**src/rtl/rsa_pkg.sv**
```systemverilog
// rsa_pkg: opcodes, FSM states and reset defaults shared by the RSA controller and its bench
package rsa_pkg;
  localparam logic [1:0] OP_ENC    = 2'b00;
  localparam logic [1:0] OP_LOAD_E = 2'b01;
  localparam logic [1:0] OP_LOAD_N = 2'b10;
  localparam int DATA_W    = 13;
  localparam int E_DEFAULT = 17;
  localparam int N_DEFAULT = 3233;
  localparam int N_MIN     = 256;
  typedef enum logic [3:0] {
    RSYNC_E, RSYNC_N, IDLE, LOAD_E, LOAD_N, INIT, STEP, FIN, CAPT, RESP
  } state_t;
endpackage

```
**src/rtl/rsa_controller_if.sv**
```systemverilog
// rsa_controller_if: command and result valid/ready handshakes of the RSA controller
interface rsa_controller_if #(parameter int DATA_W = rsa_pkg::DATA_W);
  logic              cmd_valid;
  logic              cmd_ready;
  logic [1:0]        cmd_op;
  logic [DATA_W-1:0] cmd_data;
  logic              result_valid;
  logic              result_ready;
  logic [15:0]       result_data;
  modport master (output cmd_valid, cmd_op, cmd_data, result_ready,
                  input  cmd_ready, result_valid, result_data);
  modport slave  (input  cmd_valid, cmd_op, cmd_data, result_ready,
                  output cmd_ready, result_valid, result_data);
endinterface

```
**src/rtl/rsa_controller.sv**
```systemverilog
// rsa_controller: sequences the modular-exponentiation datapath for encrypt and key-load commands
module rsa_controller #(
  parameter int E_DEFAULT = rsa_pkg::E_DEFAULT,
  parameter int N_DEFAULT = rsa_pkg::N_DEFAULT,
  parameter int DATA_W    = rsa_pkg::DATA_W
) (
  input  logic              clk,
  input  logic              rst_n,
  rsa_controller_if.slave   bus,
  output logic              err,
  output logic              busy,
  output logic [DATA_W-1:0] dp_data,
  output logic              dp_initialize,
  output logic              dp_en_multiply,
  output logic              dp_en_modulo,
  output logic              dp_done,
  output logic              dp_update_e,
  output logic              dp_update_n,
  input  logic              dp_mult_done,
  input  logic [15:0]       dp_output_data
);
  import rsa_pkg::*;
  state_t            state, nxt;
  logic [DATA_W-1:0] e_sh, n_sh;
  logic [15:0]       cnt;
  logic              acc, cap, step_go;
  assign acc = bus.cmd_valid & bus.cmd_ready;
  assign cap = cnt >= 16'(e_sh) - 16'd1;
  // the multiply pair depends on this cycle's done flag, so it is gated combinationally
  assign step_go = state == STEP && !dp_mult_done && !cap;
  assign dp_en_multiply = step_go;
  assign dp_en_modulo = dp_initialize | step_go;
  always_comb begin
    nxt = state;
    case (state)
      RSYNC_E: nxt = dp_update_e ? RSYNC_N : RSYNC_E;
      RSYNC_N, LOAD_E, LOAD_N: nxt = IDLE;
      IDLE: if (acc) nxt = bus.cmd_op == OP_ENC ? INIT :
                           bus.cmd_op == OP_LOAD_E && bus.cmd_data != '0 ? LOAD_E :
                           bus.cmd_op == OP_LOAD_N && bus.cmd_data >= DATA_W'(N_MIN) ? LOAD_N : IDLE;
      INIT: nxt = STEP;
      STEP: nxt = dp_mult_done ? FIN : cap ? IDLE : STEP;
      FIN:  nxt = CAPT;
      CAPT: nxt = RESP;
      RESP: nxt = bus.result_ready ? IDLE : RESP;
      default: nxt = IDLE;
    endcase
  end
  // outputs are registered from the state being entered
  always_ff @(posedge clk) begin
    if (!rst_n) begin
      state            <= RSYNC_E;
      e_sh             <= DATA_W'(E_DEFAULT);
      n_sh             <= DATA_W'(N_DEFAULT);
      cnt              <= '0;
      bus.cmd_ready    <= 1'b0;
      bus.result_valid <= 1'b0;
      bus.result_data  <= '0;
      err              <= 1'b0;
      busy             <= 1'b0;
      dp_data          <= '0;
      dp_initialize    <= 1'b0;
      dp_done          <= 1'b0;
      dp_update_e      <= 1'b0;
      dp_update_n      <= 1'b0;
    end else begin
      state            <= nxt;
      bus.cmd_ready    <= nxt == IDLE;
      busy             <= nxt != IDLE;
      err              <= (acc && nxt == IDLE) || (state == STEP && nxt == IDLE);
      dp_update_e      <= nxt == RSYNC_E || nxt == LOAD_E;
      dp_update_n      <= nxt == RSYNC_N || nxt == LOAD_N;
      dp_initialize    <= nxt == INIT;
      dp_done          <= nxt == FIN;
      bus.result_valid <= nxt == RESP;
      dp_data          <= nxt == RSYNC_E ? e_sh :
                          nxt == RSYNC_N ? n_sh :
                          nxt == INIT ? DATA_W'(bus.cmd_data[7:0]) :
                          (nxt == LOAD_E || nxt == LOAD_N) ? bus.cmd_data : '0;
      if (state == LOAD_E) e_sh <= dp_data;
      if (state == LOAD_N) n_sh <= dp_data;
      if (state == INIT) cnt <= '0;
      else if (step_go) cnt <= cnt + 16'd1;
      if (state == CAPT) bus.result_data <= dp_output_data;
    end
  end
endmodule
```
**src/flat_wrapper.sv**
```systemverilog
// flat-port wrapper written by rule: the top's interface ports become plain ports
module rsa_controller_flat import rsa_pkg::*;
#(
  parameter int E_DEFAULT = rsa_pkg::E_DEFAULT,
  parameter int N_DEFAULT = rsa_pkg::N_DEFAULT,
  parameter int DATA_W    = rsa_pkg::DATA_W
)
  (clk, rst_n, err, busy, dp_data, dp_initialize, dp_en_multiply, dp_en_modulo, dp_done, dp_update_e, dp_update_n, dp_mult_done, dp_output_data, bus_cmd_valid, bus_cmd_op, bus_cmd_data, bus_result_ready, bus_cmd_ready, bus_result_valid, bus_result_data);
  rsa_controller_if #(.DATA_W(DATA_W)) bus_i ();
  input  logic clk;
  input  logic rst_n;
  output logic err;
  output logic busy;
  output logic [DATA_W-1:0] dp_data;
  output logic dp_initialize;
  output logic dp_en_multiply;
  output logic dp_en_modulo;
  output logic dp_done;
  output logic dp_update_e;
  output logic dp_update_n;
  input  logic dp_mult_done;
  input  logic [15:0] dp_output_data;
  input wire logic [$bits(bus_i.cmd_valid)-1:0] bus_cmd_valid;
  input wire logic [$bits(bus_i.cmd_op)-1:0] bus_cmd_op;
  input wire logic [$bits(bus_i.cmd_data)-1:0] bus_cmd_data;
  input wire logic [$bits(bus_i.result_ready)-1:0] bus_result_ready;
  output wire logic [$bits(bus_i.cmd_ready)-1:0] bus_cmd_ready;
  output wire logic [$bits(bus_i.result_valid)-1:0] bus_result_valid;
  output wire logic [$bits(bus_i.result_data)-1:0] bus_result_data;
  assign bus_i.cmd_valid = bus_cmd_valid;
  assign bus_i.cmd_op = bus_cmd_op;
  assign bus_i.cmd_data = bus_cmd_data;
  assign bus_i.result_ready = bus_result_ready;
  assign bus_cmd_ready = bus_i.cmd_ready;
  assign bus_result_valid = bus_i.result_valid;
  assign bus_result_data = bus_i.result_data;
  rsa_controller #(.E_DEFAULT(E_DEFAULT), .N_DEFAULT(N_DEFAULT), .DATA_W(DATA_W)) u_core (.clk(clk), .rst_n(rst_n), .bus(bus_i), .err(err), .busy(busy), .dp_data(dp_data), .dp_initialize(dp_initialize), .dp_en_multiply(dp_en_multiply), .dp_en_modulo(dp_en_modulo), .dp_done(dp_done), .dp_update_e(dp_update_e), .dp_update_n(dp_update_n), .dp_mult_done(dp_mult_done), .dp_output_data(dp_output_data));
endmodule
```
**config.mk**
```make
export PLATFORM = sky130hd
export DESIGN_NAME = rsa_controller_flat
export DESIGN_NICKNAME = d
export VERILOG_FILES = /design/src/rtl/rsa_pkg.sv /design/src/rtl/rsa_controller_if.sv /design/src/rtl/rsa_controller.sv /design/src/flat_wrapper.sv
export SDC_FILE = /design/constraint.sdc
export NUM_CORES = 1
export LEC_CHECK = 0
export BUFFER_PORTS_ARGS = -buffer_cell sky130_fd_sc_hd__buf_4
export CAP_MARGIN = 20
export CORE_MARGIN = 3
export CORE_UTILIZATION = 60
export CTS_CLUSTER_DIAMETER = 40
export CTS_CLUSTER_SIZE = 12
export DETAILED_ROUTE_END_ITERATION = 6
export PLACE_DENSITY = 0.86
export SKIP_LAST_GASP = 1
export SYNTH_ARGS = -nofsm -noshare
export SYNTH_HDL_FRONTEND = slang
export SYNTH_SLANG_ARGS = --single-unit
export TNS_END_PERCENT = 1
```
**constraint.sdc**
```tcl
create_clock -name clk -period 8.55 [get_ports clk]
set_clock_uncertainty 0.1 [all_clocks]
set_input_delay 0.855 -clock clk [delete_from_list [all_inputs] [get_ports clk]]
set_output_delay 0.855 -clock clk [all_outputs]
set_load 0.01 [all_outputs]
```
==> results of run 1 <==
==> final cells by class <==
type | instances | share of cell area [%]
Multi-Input combinational cell | 395 | 47.93
Sequential cell | 83 | 33.15
Timing Repair Buffer | 78 | 11.68
Clock buffer | 9 | 2.471
Tap cell | 93 | 2.322
Clock inverter | 7 | 1.623
Inverter | 11 | 0.8238
==> layout by cell type (no fill, tap or decap), types with 11 or more instances in the layout <==
master / Yosys / routed
a21oi_1: 24 / 24
buf_4: 0 / 78
o21ai_0: 39 / 39
nor2_1: 13 / 13
nand3_1: 13 / 13
a21boi_0: 35 / 35
nand2_1: 114 / 114
inv_1: 11 / 11
dfxtp_1: 83 / 83
a31oi_1: 14 / 14
ha_1: 18 / 18
==> worst max path at each step <==
stage	startpoint	endpoint	cells past startpoint	slack (ns)
2_1_floorplan	u_core.e_sh[4]	dp_en_modulo	12	4.50
3_3_place_gp	u_core.e_sh[0]	dp_en_modulo	15	4.56
3_5_place_dp	u_core.e_sh[0]	dp_en_modulo	15	4.40
4_1_cts	u_core.e_sh[0]	dp_en_modulo	15	3.97
5_1_grt	u_core.e_sh[0]	dp_en_modulo	15	3.69
6_report	u_core.e_sh[4]	dp_en_modulo	13	4.00
==> worst max-delay path: stages (launching register included) <==
cell and delay [ns]:
dfxtp_1 0.39, or4_1 0.57, nand2b_1 0.19, or2_2 0.31
nor4_1 0.23, xnor2_1 0.13, ha_1 0.28, nand4_1 0.12
a31oi_1 0.16, and4bb_2 0.28, o211ai_1 0.11, buf_4 0.25
nand2b_1 0.08, buf_4 0.14
==> state kept, by name, indices dropped and copies added (netlist names) <==
signal and flops:
u_core.bus.cmd_ready 1, u_core.bus.result_data 16, u_core.bus.result_valid 1, u_core.busy 1
u_core.cnt 16, u_core.dp_data 13, u_core.dp_done 1, u_core.dp_initialize 1
u_core.dp_update_e 1, u_core.dp_update_n 1, u_core.e_sh 13, u_core.err 1
u_core.n_sh 13, u_core.state 4
==> cell families (layout without fill, tap and decap cells) <==
| kind of cell | count (synthesis) | count (layout) | share of synthesized area [%] |
|---|---|---|---|
| multiplexers | 1 | 1 | 0.2370 |
| flip-flops | 83 | 83 | 39.35 |
| AO/OA/AOI/OAI | 145 | 145 | 22.76 |
| XOR/XNOR | 13 | 13 | 2.696 |
| AND/OR/NAND/NOR | 218 | 218 | 25.75 |
| adder cells (fa/ha/maj) | 18 | 18 | 5.333 |
| buffers and inverters | 40 | 105 | 3.881 |
==> layer usage <==
layer	vias to the layer above	share of wire (%)	track usage (%)
li1	1963	-	-
met1	1894	44	35.82
met2	157	47	44.05
met3	29	7.2	6.845
met4	0	2.2	9.821
met5	-	0	0
==> cells in the mapped netlist, types with 4 or more instances <==
library cell / number / area (sq um)
nand3_1: 13 / 65.06
xor2_1: 4 / 35.03
nand2b_1: 7 / 43.79
nor3b_1: 5 / 37.54
and3_1: 4 / 25.02
nand4_1: 7 / 43.79
a31oi_1: 14 / 87.58
and2_1: 4 / 25.02
dfxtp_1: 83 / 1662
buf_2: 4 / 20.02
o21ai_0: 39 / 195.2
a21boi_0: 35 / 262.8
inv_1: 11 / 41.29
or3_1: 10 / 62.56
ha_1: 18 / 225.2
clkbuf_1: 22 / 82.58
nand2_1: 114 / 427.9
o31ai_1: 5 / 37.54
o211ai_1: 7 / 52.55
nor4_1: 5 / 31.28
xnor2_1: 9 / 78.83
nor3_1: 10 / 50.05
nor2_1: 13 / 48.80
o211a_1: 6 / 60.06
or4_1: 6 / 45.04
a21oi_1: 24 / 120.1
==> stage by stage <==
| stage | util (%) | hold slack, ns | total power, mW | instances | instance area, sq um |
|---|---|---|---|---|---|
| 6_report | 76.32 | 0.3702 | 0.8810 | 676 | 5012 |
| 5_1_grt | 76.32 | 0.3931 | 0.9184 | 676 | 5012 |
| 4_1_cts | 76.21 | 0.3730 | 0.8819 | 675 | 5005 |
| 3_5_place_dp | 73.08 | 0.3576 | 0.6011 | 659 | 4800 |
| 3_3_place_gp | 73.08 | 0.3517 | 0.5993 | 659 | 4800 |
| 2_1_floorplan | - | 0.3406 | 0.5322 | 518 | 4223 |
==> power breakdown <==
| part | switching, mW | internal (mW) |
|---|---|---|
| logic | 0.0956 | 0.0691 |
| clock network | 0.167 | 0.117 |
| registers | 0.0243 | 0.408 |
| total | 0.286 | 0.595 |
==> flow_metrics.py, run 1 <==
metrics = {
    "drt": {
        "drtIter0Drc": 328,
        "wl_per_cell_um": 16.17,
        "dr.pass1.iters": 7,
        "route.detailed.drc": 0,
        "via_per_inst": 5.981,
        "wl_mm": 10.93,
        "ant_nets": 0,
        "vias": 4043,
    },
    "die": {
        "rows": 29,
        "coreArea_sq_um": 6568,
        "die_y_um": 89.89,
        "ioPinCount": 75,
        "die_x_um": 89.89,
        "die-area_sq_um": 8080,
        "start_util_pct": 64.30,
    },
    "setup_path": {
        "r2r-start": "u_core.e_sh[4]",
        "critPathCaptureType": "output port",
        "worst_r2r_endpoint": "u_core.cnt[15]",
        "critPathArrivalTime_ns": 3.59,
        "crit_required_ns": 7.60,
        "critPathMaxFanout": 18,
        "reg2reg_depth": 12,
        "cp-start-kind": "register",
        "r2r_slack_ns": 4.68,
        "path_class": "reg -> out",
    },
    "place": {
        "io_buffers": 74,
        "dp_hpwl_mm": 8.046,
        "gp_congestion": 0.9056,
        "pre_cts_ws_ns": 4.405,
    },
    "global_routing": {
        "antenna_found_initial": 0,
        "grt_max_degree": 66,
        "grt_pass1_wl_mm": 18.42,
        "grt_use_total_pct": 27.38,
        "first_global_vias": 3905,
        "grt_overflow_total": 0,
    },
    "run_status": {
        "status": "finished clean",
    },
    "timing": {
        "worstMarginPinSlew_ns": 0.9374,
        "final.setup.tns_ns": 0,
        "hold_viol_final": 0,
        "fin_crit_ns": 4.547,
        "setup_viol": 0,
        "finalMaxSlewViolations": 0,
        "fin_crit_sh_pct": 53.18,
        "rsz0062_at_grt": "no",
        "setup_slack_ns": 4.003,
        "relSlewSlack_pct": 37.17,
        "fmax_mhz": 219.9,
    },
    "layout": {
        "drive_gt1_share_pct": 18.18,
        "multi_input_area_sq_um": 2402,
        "nets": 632,
        "regArea_sq_um": 1662,
        "area_growth_syn_to_layout_pct": 18.70,
        "n_antenna_cell": 0,
        "fillers": 472,
    },
    "min_path": {
        "worstHoldStart": "u_core.n_sh[12]",
        "holdCritPathClass": "reg -> reg",
        "holdPathStages": 2,
        "min_to": "u_core.n_sh[12]",
    },
    "yosys": {
        "synth-seq-area-share_pct": 39.35,
        "netlist_instances": 518,
        "ys_ff_latch": 83,
        "async_flop_share_pct": 0,
        "synth_edf_count": 0,
        "ys.flop_type": "dfxtp_1",
        "synthesis.nets": 572,
        "synth_cell_type_count": 54,
        "syn_avg_cell_area_sq_um": 8.152,
        "synth_warnings": 0,
        "syn_area_sq_um": 4223,
    },
    "clock_tree": {
        "clk_pin_slew_ns": 0.11,
        "clkSinkCount": 83,
        "cts_buffers": 9,
        "cts_hold_buf": 0,
        "ctsResizeCount": 0,
        "cts_root_buf": "clkbuf_8",
        "cts_tree": "done",
        "clk_latency_ns": 0.37,
        "cts_buffer_depth": 2,
        "htreeDepth": 3,
        "postCtsSetupRepairBufs": 0,
    },
    "power_and_ir_drop": {
        "p_per_area_nw_per_um2": 175.8,
        "leakage_nw": 1.998,
        "ir_drop_mv": 0.1345,
    },
    "flow_run": {
        "maxCapViolCount": 0,
    },
}
No activity file was read; power rests on OpenSTA's default activity.
==> run 2: changes to the inputs <==
Settings changed: ABC_AREA set to 1, CORE_UTILIZATION 60 to 56, PLACE_DENSITY 0.86 to 0.81.
Clock period 8.55 ns to 4.3 ns, I/O delays scaled along.
==> flow_metrics.py, run 2 <==
metrics = {
    "clock_tree": {
        "clkSinkCount": 83,
        "clk_latency_ns": 0.36,
        "cts_tree": "done",
        "cts_hold_buf": 0,
        "cts_root_buf": "clkbuf_8",
        "htreeDepth": 3,
        "postCtsSetupRepairBufs": 0,
        "cts_buffers": 9,
        "cts_buffer_depth": 2,
        "clk_pin_slew_ns": 0.10,
    },
    "die": {
        "rows": 31,
        "die_x_um": 93.24,
        "coreArea_sq_um": 7331,
        "start_util_pct": 58.13,
        "die-area_sq_um": 8693,
        "ioPinCount": 75,
        "die_y_um": 93.24,
    },
    "yosys": {
        "syn_area_sq_um": 4262,
        "syn_avg_cell_area_sq_um": 6.840,
        "synthTopCellsByCount": "153 x nand2_1, 104 x nor2_1, 83 x dfxtp_1",
        "async_flop_share_pct": 0,
        "synthesis.nets": 677,
        "ys.flop_type": "dfxtp_1",
        "synth_edf_count": 0,
        "synth-seq-area-share_pct": 38.99,
        "yosysTopAreaCellShare_pct": 38.99,
        "synth_area_leaders": "dfxtp_1 39%, nand2_1 13%, nor2_1 9.2%, inv_1 6.2%, ha_1 5.3%",
        "synth_warnings": 0,
        "synth_cell_type_count": 31,
        "yosysMostFrequentCell": "nand2_1",
        "netlist_instances": 623,
        "yosysTopAreaCell": "dfxtp_1",
        "ys_ff_latch": 83,
    },
    "drt": {
        "dr.pass1.iters": 5,
        "wl_mm": 10.39,
        "wl_per_cell_um": 13.05,
        "via_per_inst": 5.124,
        "ant_nets": 0,
        "route.detailed.drc": 0,
        "drtIter0Drc": 159,
        "vias": 4079,
    },
    "flow_run": {
        "maxCapViolCount": 0,
    },
    "min_path": {
        "holdCritPathClass": "in -> reg",
        "worstHoldStart": "dp_output_data[8]",
    },
    "global_routing": {
        "grt_overflow_total": 0,
        "first_global_vias": 3797,
        "grt_pass1_wl_mm": 17.26,
        "grt_use_total_pct": 24.66,
        "grt_max_degree": 55,
        "antenna_found_initial": 0,
    },
    "power_and_ir_drop": {
        "ir_drop_mv": 0.3100,
        "total_power_mw": 1.854,
        "p_per_area_nw_per_um2": 364.7,
        "leakage_nw": 2.416,
    },
    "setup_path": {
        "cp-start-kind": "register",
        "crit_required_ns": 3.77,
        "r2r-start": "u_core.e_sh[4]",
        "cp-startpoint": "u_core.e_sh[4]",
        "crit_chain": "nor2_1 > inv_1 > nor4_2 > nand4_1 > nor2_1 > nand2_1 > ha_1 > a21oi_1 > o21ai_0 > a21oi_1 > nand4_1 > buf_4 > inv_2 > or2_2 > buf_4",
        "cp_slowest_stage_delay_ns": 0.36,
        "critPathCaptureType": "output port",
        "path_class": "reg -> out",
        "critPathMaxFanout": 18,
        "critPathArrivalTime_ns": 3.28,
        "cp_slowest_cell": "dfxtp_1",
    },
    "layout": {
        "layout_common_cells": "153 x nand2_1, 104 x nor2_1, 83 x dfxtp_1",
        "area_growth_syn_to_layout_pct": 19.29,
        "drive_gt1_share_pct": 16.21,
        "n_antenna_cell": 0,
        "nets": 746,
        "final_common_cell": "nand2_1",
        "fillers": 628,
        "top_regs": "u_core.bus.result_data: 16 flops, u_core.cnt: 16 flops",
    },
    "timing": {
        "hold_viol_final": 0,
        "fin_crit_ns": 3.809,
        "finalMaxSlewViolations": 0,
        "setup_viol": 0,
        "final.setup.tns_ns": 0,
        "relSlewSlack_pct": 35.46,
        "holdWs_ns": 0.2074,
        "fmax_mhz": 262.5,
        "worstMarginPinSlew_ns": 0.9607,
        "rsz0062_at_grt": "no",
        "fin_crit_sh_pct": 88.58,
    },
    "run_status": {
        "status": "finished clean",
    },
    "place": {
        "gp_congestion": 0.9229,
        "io_buffers": 74,
        "dp_hpwl_mm": 7.874,
    },
}
run 2: path summary, 6_finish.rpt:
kind                            slack (ns)                   endpoint  depth (start not counted)
worst min-delay path                  0.21  u_core.bus.result_data[8]                          3
worst max-delay path                  0.49               dp_en_modulo                         15
worst max register to register        0.96              u_core.cnt[5]                         16
worst min register to register        0.37             u_core.n_sh[0]                          2
run 2: critical path: cells and delay by family (launching register included):
kind | cells | cell delay [ns]
buffers and inverters | 4 | 0.62
adder cells (fa/ha/maj) | 1 | 0.30
AO/OA/AOI/OAI | 3 | 0.43
AND/OR/NAND/NOR | 7 | 1.21
flip-flops | 1 | 0.36
run 2: cell type report:
type | count | area (sq um) | share of cell area, %
multi-input combinational | 448 | 2246 | 44.18
clock buffer | 9 | 123.9 | 2.437
sequential | 83 | 1662 | 32.69
timing repair buffer | 76 | 570.5 | 11.22
clock inverter | 7 | 80.08 | 1.575
tap | 99 | 123.9 | 2.437
inverter | 74 | 277.8 | 5.464
run 2: timing repair:
action | 4_1_cts | 5_1_grt
hold endpoints to repair | 0 | 0
resized for setup | 0 | 1
endpoints found under the setup margin | 0 | 1
run 2: through the flow:
| step | cells | setup slack, ns | instance area [sq um] | utilization, % |
|---|---|---|---|---|
| after floorplan | 623 | 1.288 | 4262 | - |
| after global placement | 780 | 0.8384 | 4873 | 66.48 |
| after detailed placement | 780 | 0.7106 | 4873 | 66.48 |
| after CTS | 796 | 0.3078 | 5077 | 69.26 |
| after global routing | 796 | 0.1212 | 5084 | 69.35 |
| final | 796 | 0.4912 | 5084 | 69.35 |
run 2: cells by family after synthesis:
kind of cell             Yosys count  synth area share [%]
flip-flops                        83                 38.99
AO/OA/AOI/OAI                     94                 11.89
XOR/XNOR                          21                 4.316
AND/OR/NAND/NOR                  315                 31.06
adder cells (fa/ha/maj)           18                 5.285
buffers and inverters             92                 8.455
run 2: routing by layer:
layer / share of wire (%) / vias up / GRT usage (%) / routed length (um)
met5: 0 / - / 0 / 0
met4: 2.0 / 0 / 8.547 / 212
met3: 6.0 / 20 / 4.586 / 619
met2: 48 / 112 / 40.56 / 5011
met1: 44 / 1835 / 32.37 / 4546
li1: - / 2112 / - / -
run 2: power breakdown:
group | internal [mW] | total, mW | switching [mW]
Clock | 0.278 | 0.588 | 0.311
Combinational | 0.154 | 0.401 | 0.246
Sequential | 0.817 | 0.865 | 0.0479
